===== src/rtl/router_pkg.sv =====
// Shared types and default sizing for the flash-router FIFO scheduler.
package router_pkg;

    typedef enum logic [1:0] {
        IDLE  = 2'd0,
        FILL  = 2'd1,
        DRAIN = 2'd2,
        DONE  = 2'd3
    } sched_state_e;

    localparam int DEF_SA_ROWS     = 8;
    localparam int DEF_DATA_LENGTH = 9;
    localparam int DEF_CNT_WIDTH   = 16;

endpackage


===== src/rtl/skew_pop_gen.sv =====
// Diagonally skewed pop enables for the FIFO bank: row r drains during
// cycles d = r .. r+len[r]-1 of the DRAIN phase, one cycle behind d.
module skew_pop_gen
    import router_pkg::*;
#(
    parameter int SA_ROWS   = DEF_SA_ROWS,
    parameter int CNT_WIDTH = DEF_CNT_WIDTH
) (
    input  logic                               i_clk,
    input  logic                               i_nrst,
    input  logic                               i_clear,
    input  logic                               i_drain,
    input  logic [CNT_WIDTH-1:0]               i_d,
    input  logic [SA_ROWS-1:0][CNT_WIDTH-1:0]  i_len,
    input  logic [SA_ROWS-1:0]                 i_fifo_empty,
    output logic [SA_ROWS-1:0]                 o_pop_en
);

    logic [SA_ROWS-1:0] pop_d;
    logic [SA_ROWS-1:0] pop_q;

    // NOTE: every bit gets a default before the loop so no latch is inferred.
    always_comb begin
        pop_d = '0;
        for (int r = 0; r < SA_ROWS; r++) begin
            pop_d[r] = i_drain && !i_clear
                       && (i_d >= CNT_WIDTH'(r))
                       && ((i_d - CNT_WIDTH'(r)) < i_len[r])
                       && !i_fifo_empty[r];
        end
    end

    // NOTE: sequential state uses non-blocking assignments only.
    always_ff @(posedge i_clk or negedge i_nrst) begin
        if (!i_nrst) pop_q <= '0;
        else         pop_q <= pop_d;
    end

    assign o_pop_en = pop_q;

endmodule


===== src/rtl/router_fifo_scheduler.sv =====
// FILL/DRAIN sequencer for the per-row MISO FIFO bank of the flash router.
// Define ROUTER_SCHED_PERF_EN to add the o_stall_cycles back-pressure counter.
module router_fifo_scheduler
    import router_pkg::*;
#(
    parameter int SA_ROWS     = DEF_SA_ROWS,
    parameter int SA_BITS     = $clog2(SA_ROWS),
    parameter int DATA_LENGTH = DEF_DATA_LENGTH,
    parameter int CNT_WIDTH   = DEF_CNT_WIDTH
) (
    input  logic                 i_clk,
    input  logic                 i_nrst,
    input  logic                 i_clear,
    input  logic                 i_start,
    input  logic [CNT_WIDTH-1:0] i_win_count,
    input  logic                 i_win_valid,
    output logic                 o_win_ready,
    output logic                 o_write_en,
    output logic [SA_BITS-1:0]   o_current_row,
    input  logic [SA_ROWS-1:0]   i_fifo_full,
    input  logic [SA_ROWS-1:0]   i_fifo_empty,
    output logic [SA_ROWS-1:0]   o_pop_en,
    output logic                 o_fifo_clear,
`ifdef ROUTER_SCHED_PERF_EN
    output logic [CNT_WIDTH-1:0] o_stall_cycles,
`endif
    output logic                 o_busy,
    output logic                 o_done
);

    sched_state_e                      state_q;
    logic [CNT_WIDTH-1:0]              count_q;
    logic [CNT_WIDTH-1:0]              win_cnt_q;
    logic [CNT_WIDTH-1:0]              d_q;
    logic [SA_BITS-1:0]                row_cnt_q;
    logic [SA_ROWS-1:0][CNT_WIDTH-1:0] len_q;
    logic                              fifo_clear_q;
    logic                              handshake;
    logic                              last_win;

    // A clear in the same cycle blocks the handshake so no write escapes the abort.
    assign o_win_ready   = (state_q == FILL) && !i_fifo_full[row_cnt_q] && !i_clear;
    assign handshake     = o_win_ready && i_win_valid;
    assign o_write_en    = handshake;
    assign o_current_row = row_cnt_q;
    assign last_win      = (win_cnt_q + CNT_WIDTH'(1)) == count_q;
    assign o_busy        = (state_q == FILL) || (state_q == DRAIN);
    assign o_done        = (state_q == DONE);
    assign o_fifo_clear  = fifo_clear_q;

    // NOTE: the per-row length array is only SA_ROWS counters, so it is reset
    // with the rest of the state rather than treated as an uninitialised memory.
    always_ff @(posedge i_clk or negedge i_nrst) begin
        if (!i_nrst) begin
            state_q      <= IDLE;
            count_q      <= '0;
            win_cnt_q    <= '0;
            d_q          <= '0;
            row_cnt_q    <= '0;
            len_q        <= '0;
            fifo_clear_q <= 1'b0;
        end else begin
            fifo_clear_q <= 1'b0;
            if (i_clear) begin
                state_q      <= IDLE;
                win_cnt_q    <= '0;
                d_q          <= '0;
                row_cnt_q    <= '0;
                len_q        <= '0;
                fifo_clear_q <= 1'b1;
            end else begin
                case (state_q)
                    IDLE: begin
                        if (i_start) begin
                            count_q      <= i_win_count;
                            win_cnt_q    <= '0;
                            d_q          <= '0;
                            row_cnt_q    <= '0;
                            len_q        <= '0;
                            fifo_clear_q <= 1'b1;
                            state_q      <= (i_win_count == '0) ? DONE : FILL;
                        end
                    end
                    FILL: begin
                        if (handshake) begin
                            len_q[row_cnt_q] <= len_q[row_cnt_q] + CNT_WIDTH'(DATA_LENGTH);
                            row_cnt_q <= (row_cnt_q == SA_BITS'(SA_ROWS - 1))
                                         ? '0 : row_cnt_q + SA_BITS'(1);
                            win_cnt_q <= win_cnt_q + CNT_WIDTH'(1);
                            if (last_win) begin
                                state_q <= DRAIN;
                                d_q     <= '0;
                            end
                        end
                    end
                    DRAIN: begin
                        d_q <= d_q + CNT_WIDTH'(1);
                        // Row 0 got the first window, so its length bounds the skew tail.
                        if (d_q == CNT_WIDTH'(SA_ROWS - 1) + len_q[0]) state_q <= DONE;
                    end
                    DONE:    state_q <= IDLE;
                    default: state_q <= IDLE;
                endcase
            end
        end
    end

    skew_pop_gen #(
        .SA_ROWS   (SA_ROWS),
        .CNT_WIDTH (CNT_WIDTH)
    ) u_skew_pop_gen (
        .i_clk        (i_clk),
        .i_nrst       (i_nrst),
        .i_clear      (i_clear),
        .i_drain      (state_q == DRAIN),
        .i_d          (d_q),
        .i_len        (len_q),
        .i_fifo_empty (i_fifo_empty),
        .o_pop_en     (o_pop_en)
    );

`ifdef ROUTER_SCHED_PERF_EN
    logic [CNT_WIDTH-1:0] stall_q;

    always_ff @(posedge i_clk or negedge i_nrst) begin
        if (!i_nrst) begin
            stall_q <= '0;
        end else if (i_clear || ((state_q == IDLE) && i_start)) begin
            stall_q <= '0;
        end else if ((state_q == FILL) && i_win_valid && !o_win_ready && (stall_q != '1)) begin
            stall_q <= stall_q + CNT_WIDTH'(1);
        end
    end

    assign o_stall_cycles = stall_q;
`endif

endmodule


===== config.mk =====
export PLATFORM = sky130hd
export DESIGN_NAME = router_fifo_scheduler
export DESIGN_NICKNAME = d
export VERILOG_FILES = /design/src/rtl/router_pkg.sv /design/src/rtl/skew_pop_gen.sv /design/src/rtl/router_fifo_scheduler.sv
export SDC_FILE = /design/constraint.sdc
export NUM_CORES = 1
export LEC_CHECK = 0
export ABC_AREA = 1
export ABC_CLOCK_PERIOD_IN_PS = 5650
export CORE_UTILIZATION = 50
export CTS_BUF_LIST = sky130_fd_sc_hd__clkbuf_8
export CTS_CLUSTER_SIZE = 20
export DETAILED_ROUTE_END_ITERATION = 8
export PLACE_DENSITY_LB_ADDON = 0.1
export SETUP_SLACK_MARGIN = 0.2
export SLEW_MARGIN = 20
export SYNTH_ARGS = -nofsm -noshare
export SYNTH_HDL_FRONTEND = slang
export SYNTH_SLANG_ARGS = --single-unit

===== constraint.sdc =====
create_clock -name i_clk -period 5.65 [get_ports i_clk]
set_clock_uncertainty 0.15 [all_clocks]
set_input_delay 0.565 -clock i_clk [delete_from_list [all_inputs] [get_ports i_clk]]
set_output_delay 0.565 -clock i_clk [all_outputs]
set_load 0.05 [all_outputs]

Word-level counts from Yosys, hierarchy flattened:

Index checks and enable logic that the tools add are counted.

* flip-flop bits (word level): 190
* latch bits: 0
* memory bits (writable): 0
* memory bits (read-only): 0
* output and inout bits: 16
* memories kept: 0

* add/subtract/negate cells: 12
* multipliers: 0
* div/mod/pow operators: 0
* $lt $le $gt $ge: 18
* eq/ne operators: 10
* shift operators: 0
* multiplexer cells: 34
* bitwise logic cells: 1
* reductions and logical operators: 48

Operators by type and width (count)
* $mux W128: 3
* $pmux W128 S2: 1
* $bwmux W128: 1
* $lt A16 B16 Y1: 8
* $mux W16: 8
* $ge A16 B3 Y1 const B: 4
* $sub A16 B3 Y16 const B: 4
* $bmux W16 S3: 1
* $demux W16 S3: 1
* $pmux W16 S3: 1
* $add A16 B1 Y16 const B: 2
* $eq A16 B16 Y1: 2
* $ge A16 B1 Y1 const B: 2
* $ge A16 B2 Y1 const B: 2
* $pmux W16 S2: 1
* $sub A16 B2 Y16 const B: 2
* $logic_and A1 B1 Y1: 29
* $add A16 B4 Y16 const B: 1
* $add A3 B16 Y16 const A: 1
* $logic_not A16 Y1: 1
* $sub A16 B1 Y16 const B: 1
* $mux W2: 6
* $mux W3: 4
* $ne A3 B3 Y1 const B: 4
* 18 further kinds: 33

Longest topological paths before layout:

Gate-level depths: netlist of run 1.

* depth after elaboration: 9
* gate-level depth with buffers: 18

Cells and area by module:

Synthesis of run 1 repeated with hierarchy kept, for this count alone.

* cell total of the unflattened synthesis: 2263
* area total of the unflattened synthesis: 15592.5 µm²

By module, submodules not included
* router_fifo_scheduler: instances 1, cells an instance 1423, area each 10299.9 µm², seq. area each 4554.4 µm²
* skew_pop_gen: instances 1, cells an instance 840, area each 5292.6 µm², seq. area each 200.2 µm²

Worst setup path before layout of run 1:

No wires, ideal clock.

* kind: reg-to-reg
* start: register d_q[3]
* end: register u_skew_pop_gen.pop_q[5], in the netlist u_skew_pop_gen.o_pop_en[5]
* setup time: 0.117 ns
* arrival: 2.637 ns
* slack: 2.746 ns
* stages on the path, launching flop included: 15
* cell sequence: dfrtp_1 clkbuf_1 clkinv_1 ha_1 a21oi_1 inv_1 nor2_1 nand2_1 xor2_1 ha_1 inv_1 o31ai_1 a21oi_1 nand2_1 nor3_1

* cells in the longest elaborated chain, start to end: 4

Ends and longest elaborated chain
* start: declaration: line router_fifo_scheduler.sv:34 `logic [CNT_WIDTH-1:0] d_q;`
* start signal: assignment: line router_fifo_scheduler.sv:97 `d_q <= d_q + CNT_WIDTH'(1);`
* $sub A16 B3 Y16 or $ge A16 B3 Y1 (tied branches): line skew_pop_gen.sv:28, skew_pop_gen.sv:27
* $lt A16 B16 Y1 or $logic_and A1 B1 Y1 (tied branches): line skew_pop_gen.sv:28, skew_pop_gen.sv:27
* $logic_and A1 B1 Y1 (*): line skew_pop_gen.sv:28 `&& ((i_d - CNT_WIDTH'(r)) < i_len[r])`
* $logic_and A1 B1 Y1 (*): line skew_pop_gen.sv:29 `&& !i_fifo_empty[r];`
* via u_skew_pop_gen.pop_d[5]: line skew_pop_gen.sv:19 `logic [SA_ROWS-1:0] pop_d;`
* end signal: assignment: line skew_pop_gen.sv:36 `else pop_q <= pop_d;`
* end: declaration: line skew_pop_gen.sv:20 `logic [SA_ROWS-1:0] pop_q;`

The timed path passes the listed nets; every way through them passes the cells marked *.
A chain may end at the register's enable or synchronous reset.

Worst setup path after layout of run 1:

* start: register row_cnt_q[1], in the netlist o_current_row[1]
* end: output port o_write_en

* cells in the longest elaborated chain, start to end: 6

Ends and longest elaborated chain
* start: declaration: line router_fifo_scheduler.sv:35 `logic [SA_BITS-1:0] row_cnt_q;`
* start signal: assignment: line router_fifo_scheduler.sv:87 `row_cnt_q <= (row_cnt_q == SA_BITS'(SA_ROWS - 1))`
* $bmux W1 S3: line router_fifo_scheduler.sv:42 `assign o_win_ready = (state_q == FILL) && !i_fifo_full[row_cnt_q] && !i_clear;`
* $mux W1 (implied by the code): line router_fifo_scheduler.sv:42
* $logic_not A1 Y1: line router_fifo_scheduler.sv:42
* $logic_and A1 B1 Y1 (2 in a row): line router_fifo_scheduler.sv:42
* $logic_and A1 B1 Y1: line router_fifo_scheduler.sv:43 `assign handshake = o_win_ready && i_win_valid;`
* end: declaration: line router_fifo_scheduler.sv:18 `output logic o_write_en,`

Every way passes these cells. The select of a mux whose other input is x is not followed.

==> flow_summary.ini, run 1 <==
[sta]
slew_viol_final = 0
setup_violations = 0
hold_viol = 0
rsz0062_at_grt = no
worst_pin_slew_ns = 1.009
slew_headroom_pct = 32.17
timing.setup.tns_ns = 0
fin_crit_ns = 4.421
fmax_mhz = 226.2
post-route-period-util_pct = 78.25

[clocking]
htreeDepth = 4
clock_sinks = 190
cts_made_buffers = 17
clock_latency_ns = 0.53
clock_path_buffers = 2
cts_root_buf = clkbuf_8
cts_tree = built
post_cts_buffers = 0
clk_pin_slew_worst_paths_ns = 0.12

[run_status]
outcome = completed

[synthesis]
async_reset_ff_share_pct = 100.0
netlist_instances = 2142
synth_area_per_cell_um2 = 7.017
synth_seq_cells = 190
synthDistinctLibCells = 51
netlist_area_um2 = 15030
yosysSeqAreaShare_pct = 31.64
yosys-top-cells-area = dfrtp_1 (32%), nand2_1 (16%), ha_1 (12%)
ys_warn_count = 0
synthFlopType = dfrtp_1
synth_top_area_share_pct = 31.64
syn-num-nets = 2321
synth_area_leader_cell = dfrtp_1
synth_edf_count = 0

[routing]
antenna_left = 0
first_pass_iters = 5
num_vias = 14898
drtIter0Drc = 1687
routed_via_density = 5.779
wl_um = 57850
post_drt_wl_per_cell_um = 22.44
drc = 0

[global_route]
grt-ovfl-total = 0
grt_pass1_vias = 14079
antenna_found_initial = 0
grt_pass1_wl_um = 87100
grt_max_degree = 77
grtUsageTotal_pct = 38.72

[setup_path]
reg2reg_from = o_current_row[1]$_DFFE_PN0P_
cp.depth = 8
cp-endpoint = o_write_en
cp.required_ns = 4.93
crit_family = buffers and inverters
rr_endpoint = len_q[108]$_DFFE_PN0P_
reg2reg_depth = 12
path_buf_inv = 5
crit_path_start = o_current_row[1]$_DFFE_PN0P_
cp_cell_sequence = buf_4 -> inv_2 -> nand3_2 -> inv_2 -> a21oi_1 -> nand4_1 -> inv_2 -> clkdlybuf4s50_1
reg2reg_setup_slack_ns = 1.41
crit_type = reg2out
max_stage_delay_ns = 0.83
crit_slowest_cell = clkdlybuf4s50_1
worstPathMaxFanout = 17
start_kind = flip-flop
critPathCaptureType = output port
cp.arrival_ns = 3.71
cpMostUsedCell = inv_2

[finish]
layout-drive-gt1-share_pct = 4.982
final_nets = 2354
final_cell_mix = nand2_1 (643), inv_1 (264), dfrtp_1 (189)
layout_commonest_cell = nand2_1
nFillCells = 2972
design_area_um2 = 16330
antennaDiodeCount = 0
synthToLayoutAreaGrowth_pct = 8.675

[floorplanning]
io_pins = 53
core_region_area_um2 = 29640
dieArea_um2 = 30760
rows = 63
start_util_pct = 50.71
dieHeight_um = 175.4
dieWidth_um = 175.4

[pwr]
powerDensity_nw_per_um2 = 255.7
total_power_mw = 4.177
p_leak_nw = 7.720
max-vdd-ir-drop_mv = 0.2894

[worst_hold_path]
hold_class = reg2reg
whs_path_depth = 2

[flow_run]
drv_cap = 0

[placed_design]
placed_area_um2 = 15900
gp_congestion = 0.9954
dp_hpwl_um = 45340
port_buffers = 52
## metrics by stage
step	worst slack, ns	std cells	hold slack [ns]	utilization, %
2_1_floorplan	2.746	2142	0.1194	-
3_5_place_dp	1.583	2545	0.3172	53.65
5_1_grt	1.057	2578	0.3790	55.11
6_report	1.229	2578	0.3458	55.11
3_3_place_gp	1.623	2545	0.3142	53.65
4_1_cts	1.295	2578	0.3444	55.11
## layout make-up
type / instances / area [um^2] / area share, %
clock buffer: 17 / 234.0 / 1.433
clock inverter: 15 / 188.9 / 1.157
inverter: 286 / 1074 / 6.573
multi-input combinational: 1611 / 8939 / 54.73
sequential: 190 / 4756 / 29.12
tap: 390 / 488.0 / 2.988
timing repair buffer: 69 / 654.4 / 4.006
## kinds of logic (layout without fill, tap and decap cells)
group | Yosys count | in the layout | share of synthesized area [%]
AND/OR/NAND/NOR | 1054 | 1054 | 29.46
buffers and inverters | 341 | 387 | 8.933
multiplexers | 10 | 10 | 0.7493
adder cells (fa/ha/maj) | 142 | 142 | 11.82
XOR/XNOR | 99 | 99 | 5.961
flip-flops | 190 | 190 | 31.64
AO/OA/AOI/OAI | 306 | 306 | 11.44
## repair_timing
action | 4_1_cts | 5_1_grt
endpoints found under the hold margin | 74 | 0
gates resized for setup | 0 | 0
hold buffers | 1 | 0
## Yosys cell counts (6+ instances only)
cell and number:
nor2_2 10, a21oi_2 7, o211ai_1 8, nor3_1 18
a21oi_1 90, ha_1 142, nand2_1 643, nand3_1 162
nor4_1 10, mux2_2 10, o31ai_1 7, o21ai_1 6
nor2_1 161, buf_2 23, xor2_1 90, o21ai_0 135
o22ai_1 30, xnor2_1 7, inv_1 264, nand3b_1 9
dfrtp_1 190, nand4_1 26, clkbuf_1 17, inv_2 18
buf_4 7, buf_1 7
## flip-flops by register name, indices dropped and copies added (netlist names)
| signal | cells |
|---|---|
| d_q | 16 |
| len_q | 128 |
| win_cnt_q | 16 |
| o_current_row | 3 |
| count_q | 16 |
| state_q | 2 |
| u_skew_pop_gen.o_pop_en | 8 |
| o_fifo_clear | 1 |
## worst reg2reg max path, delay by kind of cell, from the launching register on
family,cells,cell delay (ns)
AND/OR/NAND/NOR,6,1.36
AO/OA/AOI/OAI,2,1.00
buffers and inverters,4,0.88
flip-flops,1,0.74
## metal layers
metal  GRT usage (%)  wire length (um)  up-vias  share of wire, %
met3           6.623              4936      153               8.5
met1           51.65             24150     7002                42
met2           59.26             25410      733                44
met4           22.14              3352        0               5.8
met5               0                 0        -                 0
li1                -                 -     7010                 -
## power by group
part           switching [mW]  internal [mW]  total (mW)  leakage (nW)
logic                    1.18          0.431        1.61          4.90
registers               0.112           1.45        1.56          2.60
clock network           0.625          0.383        1.01         0.211
## worst min path at each step
stage | start | to | slack (ns)
after floorplan | i_nrst | count_q[0]$_DFFE_PN0P_ | 0.12
after global placement | len_q[61]$_DFFE_PN0P_ | len_q[61]$_DFFE_PN0P_ | 0.31
after detailed placement | len_q[61]$_DFFE_PN0P_ | len_q[61]$_DFFE_PN0P_ | 0.32
after CTS | len_q[111]$_DFFE_PN0P_ | len_q[111]$_DFFE_PN0P_ | 0.34
after global routing | len_q[111]$_DFFE_PN0P_ | len_q[111]$_DFFE_PN0P_ | 0.38
final | len_q[107]$_DFFE_PN0P_ | len_q[107]$_DFFE_PN0P_ | 0.35
Power figures use the tool's default switching activity.
==> run 2: changes to the inputs <==
- ABC_CLOCK_PERIOD_IN_PS: 5650 -> 4400
- clock period: 5.65 -> 4.4 ns (I/O delays scaled with it)
==> flow_summary.ini, run 2 (synthesis results as in run 1) <==
[global_route]
grt_pass1_wl_um = 86020
grt_max_degree = 99
grtUsageTotal_pct = 38.12
grt_pass1_vias = 14046
antenna_found_initial = 0
grt-ovfl-total = 0

[sta]
slew_viol_final = 0
slew_headroom_pct = 38.73
timing.setup.tns_ns = 0
worst_hold_slack_ns = 0.2773
fmax_mhz = 257.4
post-route-period-util_pct = 88.28
setup_violations = 0
worst_pin_slew_ns = 0.9165
rsz0062_at_grt = no
fin_crit_ns = 3.884
hold_viol = 0

[setup_path]
cp.required_ns = 3.81
critPathCaptureType = output port
worstPathMaxFanout = 12
cp.arrival_ns = 3.29
reg2reg_setup_slack_ns = 0.65
crit_type = reg2out
reg2reg_from = o_current_row[2]$_DFFE_PN0P_
rr_endpoint = len_q[106]$_DFFE_PN0P_
start_kind = flip-flop
reg2reg_depth = 13

[pwr]
p_seq_share_pct = 36.2
power_switching_share_pct = 44.38
p_comb_share_pct = 40.0
clockPowerShare_pct = 23.8
max-vdd-ir-drop_mv = 0.3602
p_leak_nw = 7.826
powerDensity_nw_per_um2 = 329.2
p_sw_mw = 2.411
internal_power_mw = 3.021

[routing]
drtIter0Drc = 1679
routed_via_density = 5.821
drc = 0
antenna_left = 0
post_drt_wl_per_cell_um = 22.04
num_vias = 15122
first_pass_iters = 6
wl_um = 57270

[placed_design]
port_buffers = 52
dp_hpwl_um = 44780
gp_congestion = 1.025

[run_status]
outcome = completed

[finish]
final_cell_mix = nand2_1 (643), inv_1 (264), dfrtp_1 (189)
synthToLayoutAreaGrowth_pct = 9.782
antennaDiodeCount = 0
regMostFlops = len_q
final_nets = 2374
layout-drive-gt1-share_pct = 5.797
layout_commonest_cell = nand2_1
largest_reg_flops = 128

[clocking]
clk_pin_slew_worst_paths_ns = 0.11
cts_made_buffers = 17
cts_root_buf = clkbuf_8
cts_tree = built
cts_resized = 0
htreeDepth = 4
clock_path_buffers = 2
clock_latency_ns = 0.52
clock_sinks = 190

[floorplanning]
start_util_pct = 50.71
rows = 63
core_region_area_um2 = 29640
dieArea_um2 = 30760
dieHeight_um = 175.4
io_pins = 53
dieWidth_um = 175.4

[worst_hold_path]
hold_class = in2async

[flow_run]
drv_cap = 0
run 2: cell count changes in the layout (fill, tap and decap cells not counted), moves of 2 or more:
cell,previous run,this run
buf_4,16,35
clkbuf_8,18,20
clkinv_4,2,4
inv_8,6,3
run 2: worst max path at each step:
| stage | startpoint | to | slack, ns | cells after the start |
|---|---|---|---|---|
| finish | o_current_row[2]$_DFFE_PN0P_ | o_write_en | 0.52 | 10 |
| global route | o_current_row[2]$_DFFE_PN0P_ | o_write_en | 0.33 | 10 |
| detailed placement | o_current_row[2]$_DFFE_PN0P_ | len_q[87]$_DFFE_PN0P_ | 0.74 | 13 |
| CTS | o_current_row[2]$_DFFE_PN0P_ | o_write_en | 0.50 | 10 |
| floorplan | d_q[3]$_DFFE_PN0P_ | u_skew_pop_gen.o_pop_en[5]$_DFF_PN0_ | 1.50 | 14 |
| global placement | d_q[9]$_DFFE_PN0P_ | u_skew_pop_gen.o_pop_en[6]$_DFF_PN0_ | 0.80 | 10 |
run 2: through the flow:
stage	setup WS, ns	utilization, %	power, mW	cells	instance area (um^2)
global placement	0.8027	54.18	4.087	2565	16060
global route	0.3319	55.67	5.732	2598	16500
finish	0.5156	55.67	5.432	2598	16500
detailed placement	0.7363	54.18	4.109	2565	16060
floorplan	1.496	-	3.372	2142	15030
CTS	0.4957	55.67	5.402	2598	16500
run 2: cell type report:
type	instances	area (um^2)
Clock buffer	19	261.5
Clock inverter	13	171.4
Fill cell	2949	13140
Inverter	286	1074
Multi-Input combinational cell	1611	8932
Sequential cell	190	4756
Tap cell	390	488.0
Timing Repair Buffer	89	817.0
run 2: what timing repair did:
action,4_1_cts,5_1_grt
hold buffers,1,0
endpoints found under the hold margin,45,0
setup endpoints to repair,0,0
buffers inserted,0,0
run 2: layer usage:
layer	global-route usage [%]	vias to the layer above	wire, um
li1	-	7054	-
met1	51.15	7150	24010
met2	58.45	778	25030
met3	7.749	140	5276
met4	18.73	0	2954
met5	0	-	0
run 2: power groups by stage:
stage                     logic, mW  registers (mW)  clock network, mW
after detailed placement       2.11            2.00                  0
after CTS                      2.12            1.96               1.32
after global routing           2.36            1.98               1.39
after global placement         2.09            1.99                  0
after floorplan                1.38            1.99                  0
final                          2.17            1.96               1.29
run 2: worst max-delay path: stages (launching register included):
cell and delay (ns):
dfrtp_1 0.62, inv_2 0.16, nand3_1 0.10, buf_4 0.24, inv_1 0.09, nand2_1 0.06, nand2_1 0.04, a21oi_1 0.22
nand4_1 0.26, inv_2 0.14, clkdlybuf4s50_1 0.86
